## src/rtl/adv_init_seq.sv

```systemverilog
// ADV7513 register initialisation sequencer.
//
// Steps through a fixed 12-entry {register, value} table and issues one
// I2C write per entry to an external byte-oriented I2C master. Each write
// is acknowledged through I2C_Done/I2C_Ack_Err. A NACK or a missing
// I2C_Done within TIMEOUT_CYCLES aborts the sequence. A new rising edge on
// Start reruns the table from entry 0, for example after a hot-plug.
//
// Optional feature: define ADV_INIT_RETRY_EN to re-issue a failed entry up
// to 3 times before aborting. The retry count restarts for each entry.
//
// Parameters:
//   DEV_ADDR        8-bit device write address driven on I2C_Addr
//   GAP_CYCLES      idle cycles between consecutive writes (0 = no gap)
//   TIMEOUT_CYCLES  WAIT cycles allowed before a write is declared failed
//
// Ports:
//   Clock        in   rising-edge clock (i2c_clk domain)
//   Reset_n      in   asynchronous active-low reset
//   Start        in   sequence request; only its rising edge is used
//   I2C_Busy     in   I2C master transfer in progress
//   I2C_Done     in   one-cycle pulse, current transfer finished
//   I2C_Ack_Err  in   valid with I2C_Done, 1 = slave NACK
//   I2C_Start    out  one-cycle transfer request
//   I2C_Addr     out  device address
//   I2C_Reg      out  register address of the current write
//   I2C_Data     out  value of the current write
//   Busy         out  sequence running
//   Done         out  sticky, all entries written without error
//   Error        out  sticky, sequence aborted
//   Index        out  current table entry, 0..11

module adv_init_seq #(
    parameter logic [7:0]  DEV_ADDR       = 8'h72,
    parameter int unsigned GAP_CYCLES     = 4,
    parameter logic [19:0] TIMEOUT_CYCLES = 20'd100000
) (
    input  logic       Clock,
    input  logic       Reset_n,
    input  logic       Start,
    input  logic       I2C_Busy,
    input  logic       I2C_Done,
    input  logic       I2C_Ack_Err,
    output logic       I2C_Start,
    output logic [7:0] I2C_Addr,
    output logic [7:0] I2C_Reg,
    output logic [7:0] I2C_Data,
    output logic       Busy,
    output logic       Done,
    output logic       Error,
    output logic [3:0] Index
);

    localparam logic [3:0]  LAST_INDEX = 4'd11;
    // Terminal counts; a zero timeout behaves like a timeout of one cycle.
    localparam logic [19:0] TO_LAST    = (TIMEOUT_CYCLES == 20'd0) ? 20'd0
                                                                   : TIMEOUT_CYCLES - 20'd1;
    localparam logic [15:0] GAP_LAST   = (GAP_CYCLES == 0) ? 16'd0 : 16'(GAP_CYCLES - 1);

    typedef enum logic [2:0] {
        StIdle,
        StIssue,
        StWait,
        StGap,
        StDone,
        StErr
    } state_e;

    state_e      state_q, state_d;
    logic [3:0]  index_q, index_d;
    logic        start_prev_q;
    logic        i2c_start_q, i2c_start_d;
    logic [7:0]  reg_q, reg_d;
    logic [7:0]  data_q, data_d;
    logic [19:0] to_cnt_q, to_cnt_d;
    logic [15:0] gap_cnt_q, gap_cnt_d;
`ifdef ADV_INIT_RETRY_EN
    logic [1:0]  retry_q, retry_d;
`endif

    logic       start_rise;
    logic       write_fail;
    logic       entry_ok;
    logic [7:0] tbl_reg;
    logic [7:0] tbl_data;

    assign start_rise = Start & ~start_prev_q;
    assign write_fail = I2C_Done ? I2C_Ack_Err : (to_cnt_q == TO_LAST);

    always_comb begin
        tbl_reg  = 8'h00;
        tbl_data = 8'h00;
        case (index_q)
            4'd0:    begin tbl_reg = 8'h41; tbl_data = 8'h10; end
            4'd1:    begin tbl_reg = 8'h98; tbl_data = 8'h03; end
            4'd2:    begin tbl_reg = 8'h9A; tbl_data = 8'hE0; end
            4'd3:    begin tbl_reg = 8'h9C; tbl_data = 8'h30; end
            4'd4:    begin tbl_reg = 8'h9D; tbl_data = 8'h61; end
            4'd5:    begin tbl_reg = 8'hA2; tbl_data = 8'hA4; end
            4'd6:    begin tbl_reg = 8'hA3; tbl_data = 8'hA4; end
            4'd7:    begin tbl_reg = 8'hE0; tbl_data = 8'hD0; end
            4'd8:    begin tbl_reg = 8'hF9; tbl_data = 8'h00; end
            4'd9:    begin tbl_reg = 8'h15; tbl_data = 8'h00; end
            4'd10:   begin tbl_reg = 8'h16; tbl_data = 8'h30; end
            4'd11:   begin tbl_reg = 8'hD6; tbl_data = 8'hC0; end
            default: begin tbl_reg = 8'h00; tbl_data = 8'h00; end
        endcase
    end

    always_comb begin
        state_d     = state_q;
        index_d     = index_q;
        i2c_start_d = 1'b0;
        reg_d       = reg_q;
        data_d      = data_q;
        to_cnt_d    = to_cnt_q;
        gap_cnt_d   = gap_cnt_q;
        entry_ok    = 1'b0;
`ifdef ADV_INIT_RETRY_EN
        retry_d     = retry_q;
`endif

        unique case (state_q)
            StIdle, StDone, StErr: begin
                if (start_rise) begin
                    state_d = StIssue;
                    index_d = 4'd0;
`ifdef ADV_INIT_RETRY_EN
                    retry_d = 2'd0;
`endif
                end
            end
            StIssue: begin
                // Address/data are latched with the request and held until
                // the next issue, so they stay stable through I2C_Done.
                if (!I2C_Busy) begin
                    i2c_start_d = 1'b1;
                    reg_d       = tbl_reg;
                    data_d      = tbl_data;
                    to_cnt_d    = 20'd0;
                    state_d     = StWait;
                end
            end
            StWait: begin
                if (I2C_Done && !I2C_Ack_Err) begin
                    if (GAP_CYCLES == 0) begin
                        entry_ok = 1'b1;
                    end else begin
                        gap_cnt_d = 16'd0;
                        state_d   = StGap;
                    end
                end else if (write_fail) begin
`ifdef ADV_INIT_RETRY_EN
                    if (retry_q != 2'd3) begin
                        retry_d = retry_q + 2'd1;
                        state_d = StIssue;
                    end else begin
                        state_d = StErr;
                    end
`else
                    state_d = StErr;
`endif
                end else begin
                    to_cnt_d = to_cnt_q + 20'd1;
                end
            end
            StGap: begin
                if (gap_cnt_q == GAP_LAST) begin
                    entry_ok = 1'b1;
                end else begin
                    gap_cnt_d = gap_cnt_q + 16'd1;
                end
            end
            default: begin
                state_d = StIdle;
            end
        endcase

        if (entry_ok) begin
`ifdef ADV_INIT_RETRY_EN
            retry_d = 2'd0;
`endif
            if (index_q == LAST_INDEX) begin
                state_d = StDone;
            end else begin
                index_d = index_q + 4'd1;
                state_d = StIssue;
            end
        end
    end

    always_ff @(posedge Clock or negedge Reset_n) begin
        if (!Reset_n) begin
            state_q      <= StIdle;
            index_q      <= 4'd0;
            // Primed high so a Start already asserted at release is not an edge.
            start_prev_q <= 1'b1;
            i2c_start_q  <= 1'b0;
            reg_q        <= 8'h00;
            data_q       <= 8'h00;
            to_cnt_q     <= 20'd0;
            gap_cnt_q    <= 16'd0;
`ifdef ADV_INIT_RETRY_EN
            retry_q      <= 2'd0;
`endif
        end else begin
            state_q      <= state_d;
            index_q      <= index_d;
            start_prev_q <= Start;
            i2c_start_q  <= i2c_start_d;
            reg_q        <= reg_d;
            data_q       <= data_d;
            to_cnt_q     <= to_cnt_d;
            gap_cnt_q    <= gap_cnt_d;
`ifdef ADV_INIT_RETRY_EN
            retry_q      <= retry_d;
`endif
        end
    end

    assign I2C_Start = i2c_start_q;
    assign I2C_Addr  = DEV_ADDR;
    assign I2C_Reg   = reg_q;
    assign I2C_Data  = data_q;
    assign Busy      = (state_q == StIssue) || (state_q == StWait) || (state_q == StGap);
    assign Done      = (state_q == StDone);
    assign Error     = (state_q == StErr);
    assign Index     = index_q;

endmodule

```

## config.mk

```make
export PLATFORM = sky130hd
export DESIGN_NAME = adv_init_seq
export DESIGN_NICKNAME = d
export VERILOG_FILES = /design/src/rtl/adv_init_seq.sv
export SDC_FILE = /design/constraint.sdc
export NUM_CORES = 1
export LEC_CHECK = 0
export BUFFER_PORTS_ARGS = -buffer_cell sky130_fd_sc_hd__buf_2
export CORE_MARGIN = 5
export CORE_UTILIZATION = 40
export CTS_CLUSTER_SIZE = 10
export DETAILED_ROUTE_END_ITERATION = 10
export SYNTH_ARGS = -nofsm -noshare
export SYNTH_HDL_FRONTEND = slang
export SYNTH_SLANG_ARGS = --single-unit
```

## constraint.sdc

```tcl
create_clock -name Clock -period 2.9 [get_ports Clock]
set_input_delay 0.58 -clock Clock [delete_from_list [all_inputs] [get_ports Clock]]
set_output_delay 0.58 -clock Clock [all_outputs]
set_load 0.05 [all_outputs]
```

==> impl_metrics.toml <==
[timing]
slew_violations = 0
fin_tns_setup_ns = 0
skew_ns = 0.0124
finalCritPeriodShare_pct = 77.9
grt_setup_unrepaired = "no"
hold_viol = 0
post-route-min-period_ns = 2.26
fmaxAchievable_mhz = 443
timing_worst_slew_pin_value_ns = 0.745
slew_headroom_pct = 49.9
report.final.setup_viol = 0

[clock_network]
cts_sinks = 60
cts_setup_buffers = 0
clk-insertion-delay-late_ns = 0.34
path_clk_slew_ns = 0.06
postCtsHoldBufs = 0
cts_buffers = 9
post_cts_resized = 0
cts_tree = "done"
cts.root.buffer_cell = "sky130_fd_sc_hd__clkbuf_8"
h-tree-depth = 3
cts-root-to-sink-buffers = 2

[floorplanning]
core_um2 = 8180
die_w_um = 101
floorplan.die_area_um2 = 10300
fp.dieH_um = 101
initial_utilization_pct = 40.8
num_io_pins = 38
std_cell_rows = 33

[synthesis]
async_s_r_ff_share_synth_pct = 100
yosys_most_used_dff = "sky130_fd_sc_hd__dfrtp_1"
synth_cells = 367
yosysTopAreaCellShare_pct = 44.3
avgSynthCellArea_um2 = 9.09
synth-edff-count = 0
synthMostInstantiatedCell = "sky130_fd_sc_hd__dfrtp_1"
ys_ff_latch = 60
yosysSeqAreaShare_pct = 45.1
synth_warnings = 0
mapped_area_um2 = 3330
synth.cells.most_frequent = "sky130_fd_sc_hd__dfrtp_1, sky130_fd_sc_hd__nor2_1, sky130_fd_sc_hd__nand2_1"
synth_largest_area_cell = "sky130_fd_sc_hd__dfrtp_1"
most_area_consuming_cells_after_synthesis = "sky130_fd_sc_hd__dfrtp_1, sky130_fd_sc_hd__nor2_1, sky130_fd_sc_hd__xnor2_1"
synth_cell_types = 50

[placement]
dp.final_hpwl_um = 4940
routabilityCongestion = 0.805
portBuffers = 28

[setup_path]
number_of_logic_stages_on_the_critical_path_including_buffering = 5
timing.critical_path.to_type = "register"
crit-reg2reg-launch = "gap_cnt_q[7]"
r2r_setup_slack_ns = 0.64
destination_of_the_critical_timing_path = "state_q[0]"
critPathBufInv = 0
worstSetupStartpoint = "gap_cnt_q[7]"
worst_path_largest_cell_delay_ns = 0.61
critical_path_peak_fanout = 7
worst_ep_required_time_ns = 3.11
critPathKind = "register to register"
timing.critical_path.slowest_stage_cell = "sky130_fd_sc_hd__or4_1"
cell_by_cell_listing_of_the_critical_path = "or4_1 -> nor4_4 -> nor2b_2 -> nor3_2 -> mux2_1"
worst_r2r_endpoint = "state_q[0]"
worstRegToRegCells = 5
path_delay_family = "simple AND/OR/NAND/NOR gates"
critical_path_arrival_ns = 2.47
worst_setup_path_start_kind = "register"

[final_layout]
area_of_the_multi_input_gates_um2 = 1690
regArea_um2 = 1500
fillerInstances = 830
final_layout_size_suffix_gt1_share_pct = 15.6
n_antenna_cell = 0
layout-area-overhead-vs-synth_pct = 11.6
design.final.nets = 408

[route]
detailedRoute.firstIterationViolations = 69
wire_per_inst_um = 13.8
remaining_drc_errors = 0
final_antenna_net_count = 0
number_of_optimization_iterations_in_the_first_detailed_route_pass = 5
route.detailed.vias_per_inst = 5.27
total_wirelength_of_the_detailed_routed_design_um = 6930
dr_total_vias = 2646

[global_routing]
grt_start_max_net_pins = 35
grt_pass1_wl_um = 12200
via_count_of_the_first_global_routing_pass = 2544
globalRouteTotalUtil_pct = 14.9
antenna_found_initial = 0
grt_overflow = 0

[power]
seq_power_share_pct = 40.6
p_switching_mw = 1.36
share_clk_of_total_power_pct = 21.5
p_leak_nw = 1.67
fin_total_pwr_mw = 3.18
worst_ir_drop_vdd_mv = 0.390
combinationalPowerShare_pct = 38.0
intPower_mw = 1.82
powerDensity_nw_per_um2 = 853
power_switching_share_pct = 42.8

[run_status]
run_status = "complete, no violations"

[min_path]
hp-class = "primary input to asynchronous set/reset pin"

[flow_run]
count_of_max_cap_constraint_violations = 0
how the worst min path moves through the flow:
stage,start,to,slack [ns],cells past startpoint
2_1_floorplan,Reset_n,I2C_Data[0],0.28,0
3_3_place_gp,I2C_Reg[6],I2C_Reg[6],0.45,2
3_5_place_dp,I2C_Data[6],I2C_Data[6],0.46,2
4_1_cts,Reset_n,gap_cnt_q[13],0.32,1
5_1_grt,Start,start_prev_q,0.34,1
6_report,Reset_n,gap_cnt_q[13],0.31,1
metrics by stage:
| stage | utilization, % | cell area, µm² | setup slack, ns | instances | hold slack, ns |
|---|---|---|---|---|---|
| 3_5_place_dp | 43.4 | 3550 | 0.635 | 488 | 0.462 |
| 6_report | 45.5 | 3720 | 0.642 | 502 | 0.310 |
| 5_1_grt | 45.5 | 3720 | 0.518 | 502 | 0.342 |
| 2_1_floorplan | - | 3360 | 0.580 | 374 | 0.284 |
| 4_1_cts | 45.5 | 3720 | 0.642 | 502 | 0.323 |
| 3_3_place_gp | 43.4 | 3550 | 0.687 | 488 | 0.452 |
cells in the final DEF, fill, tap and decap left out, drive strengths merged, types with 2 or more instances in the layout:
cell type   n
clkinv      2
and3        8
xor2        7
nor2       50
conb        9
nor4       13
nor2b       4
nor3       10
nand4       5
xnor2      20
nor4b       2
nand2b      8
o21ai      20
nand3      13
and3b       2
o21a        3
inv         9
dfrtp      59
or2         2
a31oi       2
buf        34
nor3b       3
o211ai      2
or4         3
clkbuf     12
mux2i       7
a31o        2
o31ai       2
ha          8
and4        3
or3         4
a21oi      13
nand2      44
mux2        3
o41ai       2
metal layers:
layer	GRT usage [%]	up-vias	wire (µm)	part of all wire, %
met1	20.0	1266	3330	48
met5	0	-	0	0
met4	5.21	0	76	1.1
met3	3.86	6	325	4.7
met2	23.5	60	3210	46
li1	-	1314	-	-
layout make-up:
type / count / area share (%)
multi-input cells: 280 / 45.5
flip-flops and latches: 60 / 40.4
repair buffers: 34 / 4.98
clock buffers: 12 / 4.44
well taps: 105 / 3.53
inverters: 9 / 0.908
clock inverters: 2 / 0.269
power by group through the flow:
stage	Sequential (mW)	Clock, mW	Combinational, mW
after global routing	1.34	0.748	1.32
after global placement	1.29	0	1.20
final	1.29	0.682	1.21
after floorplan	1.53	0	0.709
after detailed placement	1.30	0	1.22
after CTS	1.29	0.708	1.22
registers in the layout, indices dropped and copies added, names as in the netlist:
| name | flops |
|---|---|
| I2C_Data | 7 |
| start_prev_q | 1 |
| I2C_Reg | 8 |
| Index | 4 |
| state_q | 3 |
| gap_cnt_q | 16 |
| to_cnt_q | 20 |
| I2C_Start | 1 |
logic make-up after synthesis:
logic type	synth area share [%]
other cells	0.225
simple gates	27.3
fa+ha+maj	3.00
mux	3.11
xor+xnor	7.09
buf+inv	4.95
flops	45.1
compound gates	9.27
Power figures use the tool's default switching activity.
